===== src/rtl/sym_stream_monitor.sv =====
// sym_stream_monitor: sliding-window pattern and jump monitor for a 2-bit symbol stream.
// Define SYM_CHECK_EN to enable the complement check, err flag and FAULT lockout.
module sym_stream_monitor #(
  parameter int                 DEPTH       = 4,
  parameter logic [2*DEPTH-1:0] PATTERN     = 8'h1E,
  parameter int                 CW          = 8,
  parameter bit                 LOCK_ON_ERR = 1'b1
) (
  input  logic          clk,
  input  logic          rst,
  input  logic          en,
  input  logic          clr,
  input  logic [1:0]    sym,
  input  logic          symn,
  output logic          hit,
  output logic [CW-1:0] hit_cnt,
  output logic [CW-1:0] jump_cnt,
  output logic          err,
  output logic [1:0]    state
);

  localparam int             FW   = $clog2(DEPTH + 1);
  localparam logic [FW-1:0] FULL = FW'(DEPTH);

  typedef enum logic [1:0] {
    WARM  = 2'd0,
    RUN   = 2'd1,
    FAULT = 2'd2
  } state_t;

  state_t             cur, nxt;
  logic [2*DEPTH-1:0] win, win_shift;
  logic [FW-1:0]      fill, fill_inc;
  logic               accept, chk_err, take, jump, match;

  assign accept = en && !clr && (cur != FAULT);

`ifdef SYM_CHECK_EN
  // Upstream reset leaves outn equal to out[0], so WARM skips the check.
  assign chk_err = accept && (cur == RUN) && (symn == sym[0]);
`else
  logic unused_symn;
  assign unused_symn = symn;
  assign chk_err     = 1'b0;
`endif

  assign take      = accept && !(chk_err && LOCK_ON_ERR);
  assign win_shift = {win[2*DEPTH-3:0], sym};
  assign fill_inc  = (fill == FULL) ? fill : fill + 1'b1;
  assign jump      = (fill != '0) && ((sym ^ win[1:0]) == 2'b11);
  assign match     = (fill_inc == FULL) && (win_shift == PATTERN);

  always_ff @(posedge clk or posedge rst) begin
    if (rst) cur <= WARM;
    else     cur <= nxt;
  end

  always_comb begin
    nxt = cur;
    if (clr) begin
      nxt = WARM;
    end else begin
      case (cur)
        WARM:    if (accept) nxt = RUN;
        RUN:     if (chk_err && LOCK_ON_ERR) nxt = FAULT;
        FAULT:   nxt = FAULT;
        default: nxt = WARM;
      endcase
    end
  end

  always_ff @(posedge clk or posedge rst) begin
    if (rst) begin
      win      <= '0;
      fill     <= '0;
      hit      <= 1'b0;
      hit_cnt  <= '0;
      jump_cnt <= '0;
      err      <= 1'b0;
    end else if (clr) begin
      win      <= '0;
      fill     <= '0;
      hit      <= 1'b0;
      hit_cnt  <= '0;
      jump_cnt <= '0;
      err      <= 1'b0;
    end else begin
      hit <= take && match;
      if (chk_err) err <= 1'b1;
      if (take) begin
        win  <= win_shift;
        fill <= fill_inc;
        if (jump && (jump_cnt != '1)) jump_cnt <= jump_cnt + 1'b1;
        if (match && (hit_cnt != '1)) hit_cnt <= hit_cnt + 1'b1;
      end
    end
  end

  assign state = cur;

endmodule


===== config.mk =====
export PLATFORM = sky130hd
export DESIGN_NAME = sym_stream_monitor
export DESIGN_NICKNAME = d
export VERILOG_FILES = /design/src/rtl/sym_stream_monitor.sv
export SDC_FILE = /design/constraint.sdc
export NUM_CORES = 1
export LEC_CHECK = 0
export CAP_MARGIN = 10
export CORE_MARGIN = 2
export CORE_UTILIZATION = 52
export DETAILED_ROUTE_END_ITERATION = 6
export GPL_ROUTABILITY_DRIVEN = 0
export PLACE_DENSITY = 0.87
export SYNTH_ARGS = -nofsm -noshare
export SYNTH_HDL_FRONTEND = slang
export SYNTH_SLANG_ARGS = --single-unit

===== constraint.sdc =====
create_clock -name clk -period 2.7 [get_ports clk]
set_input_delay 0.54 -clock clk [delete_from_list [all_inputs] [get_ports clk]]
set_output_delay 0.54 -clock clk [all_outputs]
set_load 0.005 [all_outputs]

==> impl_metrics.yaml, run 1 <==
detailed_routing:
  drt_first_pass_iters: 4
  wl_per_cell_um: 15.2
  route.vias.total: 1298
  drc: 0
  via_per_inst: 5.98
  drtIter0Drc: 39
  wl_mm: 3.29
  final_antenna_net_count: 0
sta:
  maxSlewHeadroom: 0.664
  clock.fmax_ghz: 0.457
  finalCritPeriodShare: 0.811
  finClkSkew_ps: 5.22
  hold_viol: 0
  period_minus_slack_ps: 2190
  hold_ws_ps: 480
  tightestPinTransition_ps: 503
  rsz0062_at_grt: "no"
  setup_tns_ps: 0
  finalSetupViolations: 0
  maxSlewViolCount: 0
pwr:
  p_clk_frac: 0.278
  leakage_nw: 0.809
  swShare: 0.259
  p_int_mw: 0.551
  pwr-share-seq: 0.588
  power_density_mw_per_mm2: 388
  ir_worst_vdd_mv: 0.230
  switching_power_mw: 0.192
  combPwrFrac: 0.135
hold_path:
  min_to: "state[0]"
  min-delay-start: "state[1]"
  whs_path_depth: 1
  hold_path.class: "reg2reg"
run_status:
  status: "finished, final reports clean"
synthesis:
  syn_inst: 158
  async_flop_share: 1.00
  yosysUniqueCellTypes: 43
  syn_nets: 169
  synth_edf_count: 0
  ys_top_cells_by_count: "dfrtp_1, nor2_1, nand3_1, nand2_1, a21oi_1"
  synthTopCellsByArea: "dfrtp_1, nor2_1, xnor2_1"
  ys_seq_area_frac: 0.439
  yosysTopAreaCell: "dfrtp_1"
  yosys_warnings: 0
  synth.top_cell.area_share: 0.439
  yosysMostFrequentCell: "dfrtp_1"
  synth_area_mm2: 0.00160
  synth-seq-cells: 28
  synth_ff_type: "dfrtp_1"
  avgSynthCellArea_um2: 10.1
clock_network:
  cts_tree: "done"
  htreeDepth: 1
  cts_buffer_depth: 2
  cts-root-buf: "clkbuf_4"
  cts-resized-gates: 0
  cts_hold_buf: 0
  worstSkewPairLatency_ps: 330
  path_clk_slew_ps: 150
  clock-sinks: 28
  numCtsBuffers: 3
  post_cts_buffers: 0
cells_and_area:
  drive_gt1_frac: 0.141
  fin_util: 0.644
  n_antenna_cell: 0
  layoutNonFillerInstCount: 217
  fin_nets: 196
  syn_to_final_growth_pct: 20.2
  fin_area_mm2: 0.00192
die:
  dieWidth_um: 59.4
  coreArea_mm2: 0.00298
  rows: 20
  floorplan.die_area_mm2: 0.00353
  fp.dieH_um: 59.4
  io_pins: 27
  start_util: 0.536
critical_path:
  path_cells: "inv_1 > ha_1 > nor4_4 > and4_4 > and4_4 > nand4_2 > mux2_4"
  critical-path-max-stage-delay_ps: 470
  path_class: "reg2reg"
  reg2regPathDepth: 7
  worstSetupEndpointType: "register"
  critPathSlowestCell: "dfrtp_1"
  cp_common_cell: "and4_4"
  r2r_end: "hit_cnt[5]"
  r2r_start: "fill[0]"
  crit_fanout: 5
  startpoint_type: "register"
  ff2ff_setup_slack_ps: 510
  cp.required_ps: 2940
  worstPathArrival_ps: 2420
global_route:
  grt_pass1_wl_mm: 5.62
  antenna_found_initial: 0
  grt.overflow.total: 0
  grt_max_degree: 30
  track_usage: 0.208
  grt_pass1_vias: 1274
run:
  maxCapViolCount: 0
placed_design:
  port_buffers: 24
  placed_cell_area_mm2: 0.00188
  dpl.cell_count: 213
  hpwl_mm: 2.44
==> stage by stage <==
stage / power [mW] / worst slack, ps
3_3_place_gp: 0.540 / 359
6_report: 0.743 / 511
4_1_cts: 0.753 / 493
2_1_floorplan: 0.513 / 699
5_1_grt: 0.778 / 395
3_5_place_dp: 0.545 / 334
==> routing by layer <==
layer,share of wire,up-vias,GRT usage
met5,0,-,0
met4,0.0091,0,0.0617
met3,0.034,6,0.0218
met2,0.52,35,0.361
met1,0.44,638,0.273
li1,-,619,-
==> state kept, by name, indices dropped and copies added (netlist names) <==
register / count
win: 6
jump_cnt: 8
state: 2
fill: 3
hit_cnt: 8
hit: 1
==> worst max-delay path, delay by kind of cell (launching register included) <==
kind / cells / cell delay [ps]
adder cells (fa/ha/maj): 1 / 350
flip-flops: 1 / 470
buffers and inverters: 1 / 100
AND/OR/NAND/NOR: 4 / 860
multiplexers: 1 / 310
==> how the worst max path moves through the flow <==
stage                     cells past startpoint    start  slack, ps     endpoint
after floorplan                               7  fill[0]        700   hit_cnt[5]
after global placement                        6   sym[0]        360   hit_cnt[5]
after detailed placement                      6   sym[1]        330  jump_cnt[6]
after CTS                                     7  fill[0]        490   hit_cnt[5]
after global routing                          7  fill[0]        400   hit_cnt[5]
final                                         7  fill[0]        510   hit_cnt[5]
==> cell type report <==
type / instances / area, um^2
fill: 229 / 1060
sequential: 28 / 701
inverter: 3 / 11.3
multi-input combinational: 121 / 857
timing repair buffer: 28 / 270
clock buffer: 4 / 36.3
tap: 33 / 41.3
==> kinds of logic (layout without fill, tap and decap cells) <==
group,Yosys count,in the layout,share of synthesized area
mux,5,5,0.0353
simple gates,83,83,0.340
compound gates,18,18,0.0729
xor+xnor,10,10,0.0549
flops,28,28,0.439
other cells,1,1,0.00235
buf+inv,9,35,0.0235
fa+ha+maj,4,4,0.0314
==> power by group through the flow <==
stage	registers (mW)	clock network, mW	logic [mW]
after floorplan	0.442	0	0.0703
final	0.437	0.206	0.100
after detailed placement	0.444	0	0.101
after global routing	0.438	0.230	0.110
after global placement	0.443	0	0.0962
after CTS	0.436	0.215	0.102
==> cells in the final DEF, fill, tap and decap left out, types with 3 or more instances in the layout <==
master / count
nand3_1: 13
buf_4: 4
nor2_1: 19
clkdlybuf4s50_1: 24
clkbuf_4: 3
xnor2_1: 8
mux2i_1: 3
and3_1: 3
a21oi_1: 9
nor4_1: 3
inv_1: 3
nor4b_1: 3
nor2b_1: 4
nand2_1: 11
ha_1: 4
nand4_1: 4
dfrtp_1: 28
nand4_2: 3
(Power assumes the default switching activity.)
==> inputs of run 2 (changes only) <==
CORE_UTILIZATION = 47   (was 52)
PLACE_DENSITY = 0.84   (was 0.87)
clock period = 2 ns   (was 2.7 ns; I/O delays follow)
==> impl_metrics.yaml, run 2 (synthesized netlist as in run 1, its figures left out) <==
critical_path:
  cp.required_ps: 2230
  worst-path-buf-inv: 1
  startpoint_type: "register"
  r2r_end: "hit_cnt[5]"
  path_cells: "buf_4 > ha_4 > or3b_4 > nand3_4 > and4_4 > nand4_2 > mux2_4"
  critical-path-max-stage-delay_ps: 420
  reg2regPathDepth: 7
  critPathSlowestCell: "dfrtp_1"
  cp-startpoint: "fill[0]"
  path_delay_family: "simple AND/OR/NAND/NOR gates"
  r2r_start: "fill[0]"
  worstSetupEndpointType: "register"
  crit_fanout: 4
  worstPathArrival_ps: 2190
  ff2ff_setup_slack_ps: 40
  path_class: "reg2reg"
run_status:
  status: "finished, final reports clean"
detailed_routing:
  drtIter0Drc: 60
  wl_mm: 3.45
  route.vias.total: 1355
  wl_per_cell_um: 14.2
  drt_first_pass_iters: 2
  final_antenna_net_count: 0
  drc: 0
  via_per_inst: 5.55
die:
  fp.dieH_um: 62.3
  coreArea_mm2: 0.00331
  floorplan.die_area_mm2: 0.00388
  dieWidth_um: 62.3
  io_pins: 27
  rows: 21
  start_util: 0.482
global_route:
  grt.overflow.total: 0
  grt_max_degree: 30
  track_usage: 0.194
  antenna_found_initial: 0
  grt_pass1_wl_mm: 6.09
  grt_pass1_vias: 1362
cells_and_area:
  fin_nets: 211
  multi_input_area_um2: 901
  drive_gt1_frac: 0.227
  syn_to_final_growth_pct: 30.1
  top_regs: "hit_cnt x8, jump_cnt x8, win x6"
  final-seq-area_um2: 701
  layout_common_cells: "dfrtp_1, clkdlybuf4s50_1, nor2_1, buf_4, nand3_1"
  layout_commonest_cell: "dfrtp_1"
  nFillCells: 299
  fin_area_mm2: 0.00208
  n_antenna_cell: 0
clock_network:
  cts_tree: "done"
  path_clk_slew_ps: 140
  htreeDepth: 1
  cts_buffer_depth: 2
  numCtsBuffers: 3
  cts-root-buf: "clkbuf_4"
  worstSkewPairLatency_ps: 330
  clock-sinks: 28
sta:
  hold_viol: 0
  rsz0062_at_grt: "yes"
  period_minus_slack_ps: 1960
  finClkSkew_ps: 5.71
  setup_slack_ps: 42.4
  clock.fmax_ghz: 0.511
  finalCritPeriodShare: 0.979
  maxSlewViolCount: 0
  finalSetupViolations: 0
placed_design:
  dp_slack_ps: -236
  placed_cell_area_mm2: 0.00199
  hpwl_mm: 2.51
  port_buffers: 24
run:
  maxCapViolCount: 0
pwr:
  ir_worst_vdd_mv: 0.358
  leakage_nw: 0.882
  fin_total_pwr_mw: 1.00
  power_density_mw_per_mm2: 484
hold_path:
  hold_path.class: "in2async"
## run 2: cell types whose count changed in the layout (fill, tap and decap cells not counted)
cell      delta
or3b_4       +1
buf_4       +15
inv_1        -2
or3b_1       -1
clkbuf_8     -1
inv_2        +2
ha_1         -2
nand3_4      +1
nor4_4       +1
nand3_2      -1
nor4_2       -1
ha_4         +2
## run 2: per-layer routing
metal	GRT usage	share of wire	vias to the layer above
met5	0	0	-
li1	-	-	646
met3	0.0399	0.024	10
met2	0.326	0.52	26
met1	0.243	0.43	673
met4	0.0833	0.030	0
## run 2: worst register-to-register path, cell delays in order, from the launching register on
cell	delay (ps)
dfrtp_1	420
buf_4	150
ha_4	160
or3b_4	410
nand3_4	80
and4_4	220
nand4_2	120
mux2_4	310
## run 2: worst max-delay path by stage
stage                  to  cells after the start
2_1_floorplan  hit_cnt[5]                      7
3_3_place_gp   hit_cnt[5]                      6
3_5_place_dp   hit_cnt[4]                      8
4_1_cts        hit_cnt[7]                      9
5_1_grt        hit_cnt[3]                      7
6_report       hit_cnt[5]                      7
## run 2: report_power, final
group,internal [mW],switching (mW)
combinational,0.0904,0.0955
clock,0.0708,0.160
sequential,0.577,0.0107
total,0.738,0.266
## run 2: final cells by class
cell class / instances / area share
Inverter: 3 / 0.00542
Clock buffer: 3 / 0.0108
Tap cell: 46 / 0.0277
Multi-Input combinational cell: 121 / 0.434
Timing Repair Buffer: 43 / 0.184
Sequential cell: 28 / 0.338
## run 2: stage by stage
step,util,setup TNS (ps),instances,hold slack [ps]
after global placement,0.600,-934,238,460
after detailed placement,0.600,-1760,238,480
after global routing,0.627,-2.29,244,457
after CTS,0.624,0,244,422
final,0.627,0,244,407
after floorplan,-,0,158,453
## run 2: what timing repair did
action / 4_1_cts / 5_1_grt
pin swaps: 3 / 8
buffers inserted: 3 / 0
hold endpoints to repair: 0 / 0
resized for setup: 6 / 2
endpoints found under the setup margin: 5 / 6
hold buffers: 0 / 0
